===== src/rtl/traffic_pkg.sv =====
// Shared state encoding, lamp codes and state helpers for the two-way
// intersection controller.
package traffic_pkg;

  typedef enum logic [2:0] {
    MAIN_G = 3'd0,
    MAIN_Y = 3'd1,
    RED1   = 3'd2,
    SIDE_G = 3'd3,
    SIDE_Y = 3'd4,
    RED2   = 3'd5
  } state_t;

  localparam logic [2:0] LT_RED = 3'b100;
  localparam logic [2:0] LT_YEL = 3'b010;
  localparam logic [2:0] LT_GRN = 3'b001;

  // Fixed successor in the six-phase ring.
  function automatic state_t next_state(input state_t st);
    state_t nxt;
    case (st)
      MAIN_G:  nxt = MAIN_Y;
      MAIN_Y:  nxt = RED1;
      RED1:    nxt = SIDE_G;
      SIDE_G:  nxt = SIDE_Y;
      SIDE_Y:  nxt = RED2;
      RED2:    nxt = MAIN_G;
      default: nxt = MAIN_G;
    endcase
    return nxt;
  endfunction

  // Returns {main_lt, side_lt}; unknown encodings fall back to all-red.
  function automatic logic [5:0] state_lamps(input state_t st);
    logic [5:0] lt;
    case (st)
      MAIN_G:  lt = {LT_GRN, LT_RED};
      MAIN_Y:  lt = {LT_YEL, LT_RED};
      RED1:    lt = {LT_RED, LT_RED};
      SIDE_G:  lt = {LT_RED, LT_GRN};
      SIDE_Y:  lt = {LT_RED, LT_YEL};
      RED2:    lt = {LT_RED, LT_RED};
      default: lt = {LT_RED, LT_RED};
    endcase
    return lt;
  endfunction

endpackage


===== src/rtl/traffic_vio_mon.sv =====
// Red-light violation monitor for one approach: rising-edge detect against the
// registered red lamp, one-clk camera pulse and saturating violation counter.
module traffic_vio_mon #(
  parameter int VIO_W = 4
) (
  input  logic             clk,
  input  logic             rst,
  input  logic             i_sensor,
  input  logic             i_red,
  input  logic             i_clr,
  output logic             o_camera,
  output logic [VIO_W-1:0] o_cnt
);

  localparam logic [VIO_W-1:0] CNT_MAX = {VIO_W{1'b1}};

  logic             r_s_q;
  logic             r_camera;
  logic [VIO_W-1:0] r_cnt;
  logic             w_vio;

  assign w_vio = i_sensor & ~r_s_q & i_red;

  // Sensor history, camera pulse and counter; clear beats increment.
  always_ff @(posedge clk or posedge rst) begin
    if (rst) begin
      r_s_q    <= 1'b0;
      r_camera <= 1'b0;
      r_cnt    <= '0;
    end else begin
      r_s_q    <= i_sensor;
      r_camera <= w_vio;
      if (i_clr) begin
        r_cnt <= '0;
      end else if (w_vio && (r_cnt != CNT_MAX)) begin
        r_cnt <= r_cnt + {{(VIO_W-1){1'b0}}, 1'b1};
      end else begin
        r_cnt <= r_cnt;
      end
    end
  end

  assign o_camera = r_camera;
  assign o_cnt    = r_cnt;

endmodule


===== src/rtl/traffic_ctrl_2way.sv =====
// Two-direction light controller with all-red clearance and violation monitors.
// Optional pedestrian preemption of main green is enabled by macro PED_REQ_EN.
module traffic_ctrl_2way
  import traffic_pkg::*;
#(
  parameter int CNT_W        = 8,
  parameter int MAIN_GREEN_T = 9,
  parameter int SIDE_GREEN_T = 6,
  parameter int YELLOW_T     = 3,
  parameter int ALLRED_T     = 1,
  parameter int VIO_W        = 4,
  parameter int MIN_GREEN_T  = 4
) (
  input  logic             clk,
  input  logic             rst,
  input  logic             tick,
  input  logic [1:0]       s,
  input  logic             vio_clr,
  output logic [2:0]       main_lt,
  output logic [2:0]       side_lt,
  output logic [1:0]       camera,
  output logic [VIO_W-1:0] vio_cnt0,
  output logic [VIO_W-1:0] vio_cnt1,
  output logic [2:0]       phase,
  input  logic             ped_req,
  output logic             ped_walk
);

  function automatic logic [CNT_W-1:0] phase_load(input state_t st);
    logic [CNT_W-1:0] ld;
    case (st)
      MAIN_G:         ld = CNT_W'(MAIN_GREEN_T - 1);
      MAIN_Y, SIDE_Y: ld = CNT_W'(YELLOW_T - 1);
      RED1, RED2:     ld = CNT_W'(ALLRED_T - 1);
      SIDE_G:         ld = CNT_W'(SIDE_GREEN_T - 1);
      default:        ld = CNT_W'(MAIN_GREEN_T - 1);
    endcase
    return ld;
  endfunction

  state_t           r_state;
  state_t           w_nxt_state;
  logic [CNT_W-1:0] r_timer;
  logic [CNT_W-1:0] w_nxt_timer;
  logic [2:0]       r_main_lt;
  logic [2:0]       r_side_lt;
  logic             r_ped_walk;
  logic             w_ped_cut;
  logic [5:0]       w_lamps;

`ifdef PED_REQ_EN
  logic r_ped_latch;
  logic w_enter_side;

  assign w_ped_cut    = (r_state == MAIN_G) && r_ped_latch &&
                        (r_timer <= CNT_W'(MAIN_GREEN_T - 1 - MIN_GREEN_T));
  assign w_enter_side = (w_nxt_state == SIDE_G) && (r_state != SIDE_G);

  // Sticky pedestrian request, consumed when side green begins.
  always_ff @(posedge clk or posedge rst) begin
    if (rst) begin
      r_ped_latch <= 1'b0;
      r_ped_walk  <= 1'b0;
    end else begin
      r_ped_latch <= (r_ped_latch & ~w_enter_side) | ped_req;
      r_ped_walk  <= (r_state == SIDE_G);
    end
  end
`else
  logic w_unused;

  assign w_ped_cut = 1'b0;
  assign w_unused  = ped_req & (MIN_GREEN_T > 0);

  // Walk lamp stays dark when preemption is not built in.
  always_ff @(posedge clk or posedge rst) begin
    if (rst) begin
      r_ped_walk <= 1'b0;
    end else begin
      r_ped_walk <= 1'b0;
    end
  end
`endif

  // Phase state and timer register.
  always_ff @(posedge clk or posedge rst) begin
    if (rst) begin
      r_state <= MAIN_G;
      r_timer <= CNT_W'(MAIN_GREEN_T - 1);
    end else begin
      r_state <= w_nxt_state;
      r_timer <= w_nxt_timer;
    end
  end

  // Next phase/timer: advance only on tick, when expired or preempted.
  always_comb begin
    w_nxt_state = r_state;
    w_nxt_timer = r_timer;
    if (tick) begin
      if ((r_timer == '0) || w_ped_cut) begin
        w_nxt_state = next_state(r_state);
        w_nxt_timer = phase_load(next_state(r_state));
      end else begin
        w_nxt_timer = r_timer - {{(CNT_W-1){1'b0}}, 1'b1};
      end
    end else begin
      w_nxt_state = r_state;
      w_nxt_timer = r_timer;
    end
  end

  assign w_lamps = state_lamps(r_state);

  // Lamps follow the state one clk later.
  always_ff @(posedge clk or posedge rst) begin
    if (rst) begin
      r_main_lt <= LT_GRN;
      r_side_lt <= LT_RED;
    end else begin
      r_main_lt <= w_lamps[5:3];
      r_side_lt <= w_lamps[2:0];
    end
  end

  traffic_vio_mon #(.VIO_W(VIO_W)) u_vio_main (
    .clk      (clk),
    .rst      (rst),
    .i_sensor (s[0]),
    .i_red    (r_main_lt[2]),
    .i_clr    (vio_clr),
    .o_camera (camera[0]),
    .o_cnt    (vio_cnt0)
  );

  traffic_vio_mon #(.VIO_W(VIO_W)) u_vio_side (
    .clk      (clk),
    .rst      (rst),
    .i_sensor (s[1]),
    .i_red    (r_side_lt[2]),
    .i_clr    (vio_clr),
    .o_camera (camera[1]),
    .o_cnt    (vio_cnt1)
  );

  assign main_lt  = r_main_lt;
  assign side_lt  = r_side_lt;
  assign phase    = r_state;
  assign ped_walk = r_ped_walk;

endmodule


===== config.mk =====
export PLATFORM = sky130hd
export DESIGN_NAME = traffic_ctrl_2way
export DESIGN_NICKNAME = d
export VERILOG_FILES = /design/src/rtl/traffic_pkg.sv /design/src/rtl/traffic_vio_mon.sv /design/src/rtl/traffic_ctrl_2way.sv
export SDC_FILE = /design/constraint.sdc
export NUM_CORES = 1
export LEC_CHECK = 0
export BUFFER_PORTS_ARGS = -buffer_cell sky130_fd_sc_hd__clkbuf_2
export CAP_MARGIN = 15
export CELL_PAD_IN_SITES_DETAIL_PLACEMENT = 2
export CELL_PAD_IN_SITES_GLOBAL_PLACEMENT = 2
export CORE_MARGIN = 2
export CORE_UTILIZATION = 31
export DETAILED_ROUTE_END_ITERATION = 12
export PLACE_DENSITY_LB_ADDON = 0.1
export SLEW_MARGIN = 20
export SYNTH_ARGS = -nofsm -noshare
export SYNTH_HDL_FRONTEND = slang
export SYNTH_HIERARCHICAL = 1
export SYNTH_SLANG_ARGS = --single-unit
export TNS_END_PERCENT = 20

===== constraint.sdc =====
create_clock -name clk -period 1.6 [get_ports clk]
set_input_delay 0.32 -clock clk [delete_from_list [all_inputs] [get_ports clk]]
set_output_delay 0.32 -clock clk [all_outputs]
set_load 0.05 [all_outputs]

==> flow_metrics.py, run 1 <==
metrics = {
    "status": {
        "status": "completed",
    },
    "cts": {
        "cts.sinks": 29,
        "clkTransAtPathRegs_ns": 0.06,
        "htree_levels": 2,
        "cts_tree": "built",
        "root_buffer": "clkbuf_8",
        "cts_buffers": 5,
        "clk_latency_ns": 0.27,
        "ctsLongestPathBuffers": 2,
    },
    "worst_setup_path": {
        "crit_fanout": 4,
        "cp_slowest_cell": "or4_4",
        "path_buf_inv": 0,
        "critPathTopFamily": "simple AND/OR/NAND/NOR gates",
        "crit_top_cell": "or4_4",
        "cp.required_ns": 1.80,
        "arrival_ns": 1.78,
        "regToRegSetupSlack_ns": 0.03,
        "startpoint_type": "register",
        "path_cells": "or4_4 -> or4_4 -> a21oi_2",
        "end_kind": "register",
        "critPathKind": "reg2reg",
        "slowest_delay_ns": 0.54,
    },
    "route": {
        "drtIter0Drc": 23,
        "dr.pass1.iters": 2,
        "routed_wl_mm": 3.77,
        "ant_nets": 0,
        "drc": 0,
        "vias_per_cell": 5.24,
        "vias": 1200,
        "wl_per_cell_um": 16.5,
    },
    "layout": {
        "area_growth_pct": 26.6,
        "fin_area_um2": 1830,
        "drive_above_1_share_pct": 36.2,
        "final_nets": 188,
        "diodes": 0,
    },
    "global_route": {
        "grt_max_degree": 18,
        "grt_pass1_vias": 1242,
        "top_usage_layer": "met2",
        "grt_util_met1_pct": 20.8,
        "grt_pass1_wl_mm": 6.47,
        "use_met3_pct": 4.17,
        "grtUsageTotal_pct": 16.2,
        "grt_overflow": 0,
        "antenna_found_initial": 0,
        "gr-usage-met2_pct": 26.4,
    },
    "place": {
        "placed_area_um2": 1680,
        "io_buffers": 24,
        "gp_congestion": 0.740,
        "place_hpwl_mm": 2.76,
    },
    "synthesis": {
        "avgSynthCellArea_um2": 10.5,
        "seq_area_frac_synth_pct": 50.4,
        "ys.flop_type": "dfrtp_1",
        "synth.area.top_cells": "dfrtp_1, dfstp_2, a21oi_1",
        "yosysWarnings": 6,
        "synth_area_um2": 1450,
        "ys_seq_elements": 29,
        "synth_top_area_share_pct": 45.0,
        "synth-edff-count": 0,
        "netlist_instances": 138,
        "syn-num-nets": 149,
        "ys_async_sr_fraction_pct": 100,
        "synth_common_cells": "dfrtp_1, a21oi_1, inv_1, nor2_1",
        "synth_cell_types": 41,
        "synth_area_leader_cell": "dfrtp_1",
        "synthMostInstantiatedCell": "dfrtp_1",
    },
    "floorplanning": {
        "die_area_um2": 5230,
        "core_area_um2": 4410,
        "die_x_um": 72.3,
        "start_util_pct": 32.8,
        "io_pins": 27,
        "dieHeight_um": 72.3,
        "rows": 24,
    },
    "power_and_ir_drop": {
        "combinationalPowerShare_pct": 39.4,
        "swShare_pct": 39.7,
        "p_int_w": 0.00172,
        "ir_worst_vdd_uv": 630,
        "p_seq_share_pct": 39.5,
        "clockPowerShare_pct": 21.1,
        "p_leak_nw": 0.864,
        "power_density_nw_per_um2": 1560,
        "power.net_switching_w": 0.00114,
    },
    "timing": {
        "hold_violations": 0,
        "tns_ns": 0,
        "layout_min_cycle_time_ns": 1.57,
        "maxSlewViolCount": 0,
        "rsz0062_at_grt": "yes",
        "setup_violations": 0,
        "fmax_ghz": 0.636,
        "skew_ns": 0.00380,
        "fin_crit_sh_pct": 98.2,
    },
    "min_path": {
        "min_path_type": "in2reg",
    },
    "run": {
        "cap_violations": 0,
    },
}
power groups by stage:
stage                     logic, W  clock network, W  registers (W)
after global placement    0.000985                 0        0.00112
after floorplan           0.000501                 0        0.00131
after CTS                  0.00105          0.000631        0.00114
final                      0.00113          0.000603        0.00113
after global routing       0.00123          0.000665        0.00116
after detailed placement   0.00102                 0        0.00114
cell usage in the layout (no fill, tap or decap), types with 3 or more instances in the layout:
| cell type | netlist | routed |
|---|---|---|
| dfrtp_1 | 26 | 26 |
| clkbuf_2 | 0 | 24 |
| buf_4 | 1 | 13 |
| a21oi_1 | 13 | 12 |
| inv_1 | 10 | 8 |
| nor2_1 | 8 | 8 |
| o21ai_0 | 6 | 6 |
| nor3_1 | 6 | 6 |
| clkbuf_8 | 0 | 6 |
| nand2_1 | 5 | 5 |
| nand4_1 | 4 | 4 |
| nand3_1 | 4 | 4 |
| or3_1 | 4 | 4 |
| and2_1 | 3 | 3 |
| and3_4 | 2 | 3 |
| o31ai_1 | 3 | 3 |
| ha_1 | 4 | 3 |
| dfstp_2 | 3 | 3 |
cell type report:
class,instances,area (µm²)
clock buffer,7,86.3
fill,473,2580
inverter,10,37.5
multi-input combinational,93,684
sequential,29,729
tap,52,65.1
timing repair buffer,38,228
flip-flops by register name, indices dropped and copies added (netlist names):
signal and count:
u_vio_side/o_camera 1, u_vio_side/r_s_q 1, side_lt 3, phase 3, u_vio_main/o_cnt 4, u_vio_main/r_s_q 1
u_vio_side/o_cnt 4, r_timer 8, main_lt 3, u_vio_main/o_camera 1
per-layer routing:
layer	vias up	part of all wire [%]
met2	20	52
met1	604	43
met5	-	0
met4	0	1.4
li1	571	-
met3	5	3.6
worst reg2reg max path: stages (launching register included):
cell	delay, ns
dfstp_2	0.40
or4_4	0.54
or4_4	0.43
a21oi_2	0.13
through the flow:
| stage | power, W | std cells | setup WS [ns] | util [%] | hold slack (ns) |
|---|---|---|---|---|---|
| 6_report | 0.00286 | 229 | 0.0280 | 41.5 | 0.199 |
| 5_1_grt | 0.00306 | 229 | -0.0369 | 41.5 | 0.193 |
| 4_1_cts | 0.00282 | 226 | -0.00263 | 40.6 | 0.190 |
| 3_5_place_dp | 0.00216 | 218 | -0.0383 | 38.0 | 0.275 |
| 3_3_place_gp | 0.00211 | 218 | 0.0161 | 38.0 | 0.266 |
| 2_1_floorplan | 0.00181 | 138 | -0.0456 | - | 0.111 |
worst paths after layout:
check / startpoint / to / cells past startpoint
worst max-delay path: r_timer[3] / r_timer[7] / 3
worst min-delay path: s[0] / u_vio_main/r_s_q / 1
worst max register to register: r_timer[3] / r_timer[7] / 3
worst min register to register: u_vio_side/r_s_q / u_vio_side/o_camera / 2
max in group asynchronous: rst / main_lt[0] / 4
min in group asynchronous: rst / u_vio_main/o_cnt[1] / 3
what timing repair did:
| item | in CTS | in global routing |
|---|---|---|
| hold buffers | 1 | 0 |
| hold endpoints to repair | 12 | 0 |
| setup endpoints to repair | 2 | 6 |
| pin swaps | 2 | 3 |
| buffers inserted | 0 | 3 |
| resized for setup | 4 | 4 |
cell families (layout without fill, tap and decap cells):
group / count (synthesis) / in the layout / synth area share (%)
AOI/OAI and AO/OA: 31 / 31 / 13.4
xor gates and xnor gates: 1 / 1 / 0.606
adders and majority gates: 4 / 4 / 3.46
buffers and inverters: 16 / 55 / 4.93
DFF: 29 / 29 / 50.4
muxes: 3 / 3 / 2.34
other: 1 / 1 / 0.259
and+or+nand+nor: 53 / 53 / 24.6
(Power assumes the default switching activity.)
==> run 2, diff against run 1 <==
--- a/config.mk
+++ b/config.mk
@@ -16,6 +16,5 @@
 export SLEW_MARGIN = 20
 export SYNTH_ARGS = -nofsm -noshare
 export SYNTH_HDL_FRONTEND = slang
-export SYNTH_HIERARCHICAL = 1
 export SYNTH_SLANG_ARGS = --single-unit
 export TNS_END_PERCENT = 20
==> run 2 against run 1 <==
  * Wire length fell by 2.8%
  * First-iteration DRC count decreased by 43%
  * Synthesized cell count is the same
  * Sequential power up 5%
  * Area after synthesis shrank 0.26%
  * Die area shrank 0.25%
  * Power grew 5.7%
  * Combinational power is 7% higher
  * Sequential cell count is the same
  * Worst hold slack worse by 0.097 ns
==> flow_metrics.py, run 2 <==
metrics = {
    "cts": {
        "clkTransAtPathRegs_ns": 0.07,
        "cts_tree": "built",
        "cts_buffers": 5,
        "htree_levels": 2,
        "postCtsSetupRepairBufs": 0,
        "ctsLongestPathBuffers": 2,
        "cts.sinks": 29,
        "root_buffer": "clkbuf_8",
        "hold_buffers": 0,
        "clk_latency_ns": 0.27,
    },
    "route": {
        "wl_per_cell_um": 16.7,
        "vias": 1167,
        "drtIter0Drc": 13,
        "drc": 0,
        "dr.pass1.iters": 4,
        "ant_nets": 0,
        "vias_per_cell": 5.30,
        "routed_wl_mm": 3.66,
    },
    "timing": {
        "whs_ns": 0.102,
        "tns_ns": 0,
        "setup_violations": 0,
        "fmax_ghz": 0.649,
        "maxSlewViolCount": 0,
        "rsz0062_at_grt": "no",
        "hold_violations": 0,
        "fin_ws_ns": 0.0593,
        "fin_crit_sh_pct": 96.3,
        "skew_ns": 0.00594,
        "layout_min_cycle_time_ns": 1.54,
    },
    "layout": {
        "diodes": 0,
        "drive_above_1_share_pct": 31.0,
        "area_growth_pct": 21.1,
        "final_nets": 178,
        "instances_no_fill": 220,
        "most-common-layout-cells": "dfrtp_1, clkbuf_2, inv_1",
        "regMostFlops": "r_timer",
        "largest_register_ffs": 8,
        "layout_commonest_cell": "dfrtp_1",
    },
    "global_route": {
        "grt_pass1_wl_mm": 6.44,
        "antenna_found_initial": 0,
        "grt_max_degree": 30,
        "grt_overflow": 0,
        "grt_pass1_vias": 1297,
        "grtUsageTotal_pct": 16.2,
    },
    "floorplanning": {
        "start_util_pct": 32.7,
        "rows": 24,
        "core_area_um2": 4410,
        "io_pins": 27,
        "dieHeight_um": 72.2,
        "die_area_um2": 5220,
        "die_x_um": 72.2,
    },
    "synthesis": {
        "synth_cell_types": 39,
        "synth-edff-count": 0,
        "synth_common_cells": "dfrtp_1, inv_1, a21oi_1, nor2_1, o21ai_0",
        "synth_top_area_share_pct": 45.1,
        "ys_async_sr_fraction_pct": 100,
        "ys.flop_type": "dfrtp_1",
        "synthMostInstantiatedCell": "dfrtp_1",
        "avgSynthCellArea_um2": 10.5,
        "seq_area_frac_synth_pct": 50.6,
        "yosysWarnings": 0,
        "syn-num-nets": 149,
        "synth_area_um2": 1440,
        "synth.area.top_cells": "dfrtp_1, dfstp_2, ha_1",
        "synth_area_leader_cell": "dfrtp_1",
        "netlist_instances": 138,
        "ys_seq_elements": 29,
    },
    "worst_setup_path": {
        "critPathKind": "reg2reg",
        "slowest_delay_ns": 0.43,
        "cp_slowest_cell": "dfrtp_1",
        "critPathTopFamily": "simple AND/OR/NAND/NOR gates",
        "path_cells": "nor4_4 -> and3_4 -> mux2_4",
        "crit_fanout": 5,
        "path_buf_inv": 0,
        "cp.required_ns": 1.76,
        "arrival_ns": 1.70,
        "startpoint_type": "register",
        "end_kind": "register",
    },
    "power_and_ir_drop": {
        "ir_worst_vdd_uv": 642,
        "p_leak_nw": 0.813,
        "finalPower_w": 0.00302,
        "power_density_nw_per_um2": 1730,
    },
    "status": {
        "status": "completed",
    },
    "place": {
        "io_buffers": 24,
        "placed_cells": 212,
        "dpl_worst_slack_ns": 0.0108,
        "place_hpwl_mm": 2.70,
        "gp_congestion": 0.747,
    },
    "min_path": {
        "min_path_type": "in2async",
    },
    "run": {
        "cap_violations": 0,
    },
}
[run 2: cell count changes after synthesis, moves of 4 or more]
cell      change
o311ai_0      +4
buf_4         +4
a21oi_1       -5
o41ai_1       +4
[run 2: final timing paths]
check	start	end	slack, ns	cells past startpoint
max	r_timer[5]	phase[0]	0.06	3
min	rst	side_lt[0]	0.10	3
min in group clk	s[0]	u_vio_main.r_s_q	0.16	1
min reg2reg	u_vio_main.o_cnt[2]	u_vio_main.o_cnt[2]	0.55	1
max reg2reg	r_timer[5]	phase[0]	0.06	3
max in group asynchronous	rst	r_timer[3]	1.17	3
[run 2: logic make-up after synthesis]
| group | after synthesis | share of synthesized area [%] |
|---|---|---|
| compound gates | 33 | 15.8 |
| xor+xnor | 1 | 0.607 |
| simple gates | 43 | 18.9 |
| mux | 4 | 3.12 |
| other cells | 1 | 0.260 |
| buf+inv | 23 | 7.29 |
| fa+ha+maj | 4 | 3.47 |
| flops | 29 | 50.6 |
[run 2: layout make-up]
cell class / count / area [µm²]
Fill cell: 488 / 2670
Inverter: 13 / 48.8
Timing Repair Buffer: 32 / 180
Sequential cell: 29 / 729
Clock buffer: 8 / 90.1
Multi-Input combinational cell: 86 / 633
Tap cell: 52 / 65.1
[run 2: metal layers]
| metal | vias to the layer above | GRT usage (%) | share of wire (%) |
|---|---|---|---|
| li1 | 554 | - | - |
| met1 | 590 | 19.6 | 44 |
| met2 | 21 | 27.1 | 51 |
| met3 | 2 | 5.14 | 4.3 |
| met4 | 0 | 5.66 | 0.52 |
| met5 | - | 0 | 0 |
[run 2: repair_timing]
action	4_1_cts	5_1_grt
gates resized for setup	1	2
endpoints found under the setup margin	1	5
pin swaps	0	1
[run 2: power by group]
| part | internal, W | switching, W |
|---|---|---|
| sequential | 0.000942 | 0.000246 |
| clock | 0.000350 | 0.000275 |
| combinational | 0.000450 | 0.000761 |
| total | 0.00174 | 0.00128 |
[run 2: tightest hold or removal path: stages]
cell and delay, ns:
clkbuf_2 0.08, inv_1 0.04, buf_4 0.36
[run 2: through the flow]
stage	util, %	cell area (µm²)
after global placement	37.5	1650
after detailed placement	37.5	1650
after floorplan	-	1470
after global routing	39.6	1750
after CTS	39.5	1740
final	39.6	1750
==> run 3, diff against run 2 <==
==> constraint.sdc (replaced) <==
create_clock -name clk -period 1.3 [get_ports clk]
set_input_delay 0.26 -clock clk [delete_from_list [all_inputs] [get_ports clk]]
set_output_delay 0.26 -clock clk [all_outputs]
set_load 0.05 [all_outputs]
==> run 3 against run 2 <==
  * The flow now finishes with violations (negative setup slack)
  * Clock skew is 0.0024 ns lower
  * Non-clock buffer count increased by 28
  * Maximum frequency is 0.74% lower
  * Cell count increased by 13%
  * Sequential share of layout area is 7.0 points lower
==> flow_metrics.py, run 3 (synthesis gave the netlist of run 2 again) <==
metrics = {
    "worst_setup_path": {
        "worstRegToRegCells": 5,
        "end_kind": "register",
        "crit_fanout": 5,
        "arrival_ns": 1.72,
        "cp.required_ns": 1.46,
        "startpoint_type": "register",
        "critPathKind": "reg2reg",
    },
    "global_route": {
        "grt_max_degree": 30,
        "grtUsageTotal_pct": 18.7,
        "grt_pass1_wl_mm": 7.40,
        "antenna_found_initial": 0,
        "grt_overflow": 0,
        "grt_pass1_vias": 1493,
    },
    "layout": {
        "final_util_pct": 48.0,
        "area_growth_pct": 46.7,
        "instances_no_fill": 248,
        "most-common-layout-cells": "buf_4, dfrtp_1, clkbuf_2",
        "layout_commonest_cell": "buf_4",
        "regMostFlops": "r_timer",
        "fillers": 456,
        "drive_above_1_share_pct": 51.5,
        "largest_register_ffs": 8,
        "final_nets": 206,
        "diodes": 0,
    },
    "route": {
        "drc": 0,
        "vias": 1292,
        "drtIter0Drc": 28,
        "dr.pass1.iters": 4,
        "ant_nets": 0,
        "vias_per_cell": 5.21,
        "routed_wl_mm": 4.52,
        "wl_per_cell_um": 18.2,
    },
    "power_and_ir_drop": {
        "power_density_nw_per_um2": 2120,
        "p_leak_nw": 0.978,
        "ir_worst_vdd_uv": 1110,
    },
    "place": {
        "gp_congestion": 0.711,
        "io_buffers": 24,
        "place_hpwl_mm": 3.31,
        "placed_cells": 232,
    },
    "cts": {
        "cts_tree": "built",
        "hold_buffers": 0,
        "clk_latency_ns": 0.28,
        "ctsLongestPathBuffers": 2,
        "clkTransAtPathRegs_ns": 0.07,
        "htree_levels": 2,
        "cts_buffers": 5,
        "cts.sinks": 29,
        "root_buffer": "clkbuf_8",
    },
    "timing": {
        "skew_ns": 0.00355,
        "fin_crit_sh_pct": 119,
        "fmax_ghz": 0.644,
        "whs_ns": 0.0568,
        "maxSlewViolCount": 0,
        "fin_ws_ns": -0.252,
        "hold_violations": 0,
        "layout_min_cycle_time_ns": 1.55,
        "rsz0062_at_grt": "yes",
        "setup_violations": 14,
    },
    "floorplanning": {
        "rows": 24,
        "die_x_um": 72.2,
        "core_area_um2": 4410,
        "io_pins": 27,
        "die_area_um2": 5220,
        "dieHeight_um": 72.2,
        "start_util_pct": 32.7,
    },
    "min_path": {
        "min_path_type": "in2async",
    },
    "status": {
        "status": "finished with violations",
        "violations": "negative setup slack",
    },
    "run": {
        "cap_violations": 0,
    },
}
==> run 3: changes by cell type in the layout (fill, tap and decap cells not counted), sizes merged <==
cell,change
clkbuf,-7
clkinv,+2
buf,+33
==> run 3: area by class of cell <==
type	count	area, µm²	share of cell area (%)
sequential	29	736	34.8
multi-input combinational	86	732	34.6
timing repair buffer	60	453	21.4
clock buffer	6	72.6	3.43
tap	52	65.1	3.07
inverter	13	48.8	2.30
clock inverter	2	10.0	0.473
==> run 3: timing repair <==
action | in CTS | in global routing
endpoints found under the setup margin | 26 | 27
pin swaps | 8 | 5
endpoints found under the hold margin | 0 | 0
cloned | 0 | 0
resized for setup | 22 | 25
setup buffers | 4 | 4
==> run 3: final timing paths <==
check,from,slack [ns],endpoint
worst max register to register,r_timer[0],-0.25,phase[0]
worst min register to register,u_vio_main.o_cnt[2],0.55,u_vio_main.o_cnt[2]
worst min-delay path,rst,0.06,side_lt[1]
worst max-delay path,r_timer[0],-0.25,phase[0]
max in group asynchronous,rst,0.92,r_timer[3]
min in group clk,s[1],0.11,u_vio_side.r_s_q
==> run 3: power by group <==
part           total, W  switching, W  internal [W]
clock network  0.000728      0.000357      0.000370
registers       0.00139      0.000224       0.00117
logic           0.00237       0.00129       0.00107
==> run 3: stage by stage <==
stage	instance area, µm²	setup TNS [ns]	total power [W]	setup slack [ns]
floorplan	1490	-2.07	0.00254	-0.299
global placement	1820	-1.48	0.00318	-0.207
detailed placement	1820	-2.26	0.00331	-0.261
CTS	2020	-1.95	0.00428	-0.231
global route	2120	-3.25	0.00476	-0.326
finish	2120	-1.86	0.00448	-0.252
==> run 3: per-layer routing <==
layer	vias up	routed length (µm)	global-route usage, %
met3	8	151	4.17
met1	649	1770	19.8
met2	27	2520	35.4
met4	0	81	7.55
li1	608	-	-
met5	-	0	0
==> run 3: critical path, stage by stage, from the launching register on <==
cell,delay (ns)
dfrtp_1,0.41
inv_2,0.09
ha_4,0.13
nor3b_4,0.26
and3_4,0.25
mux2_4,0.30
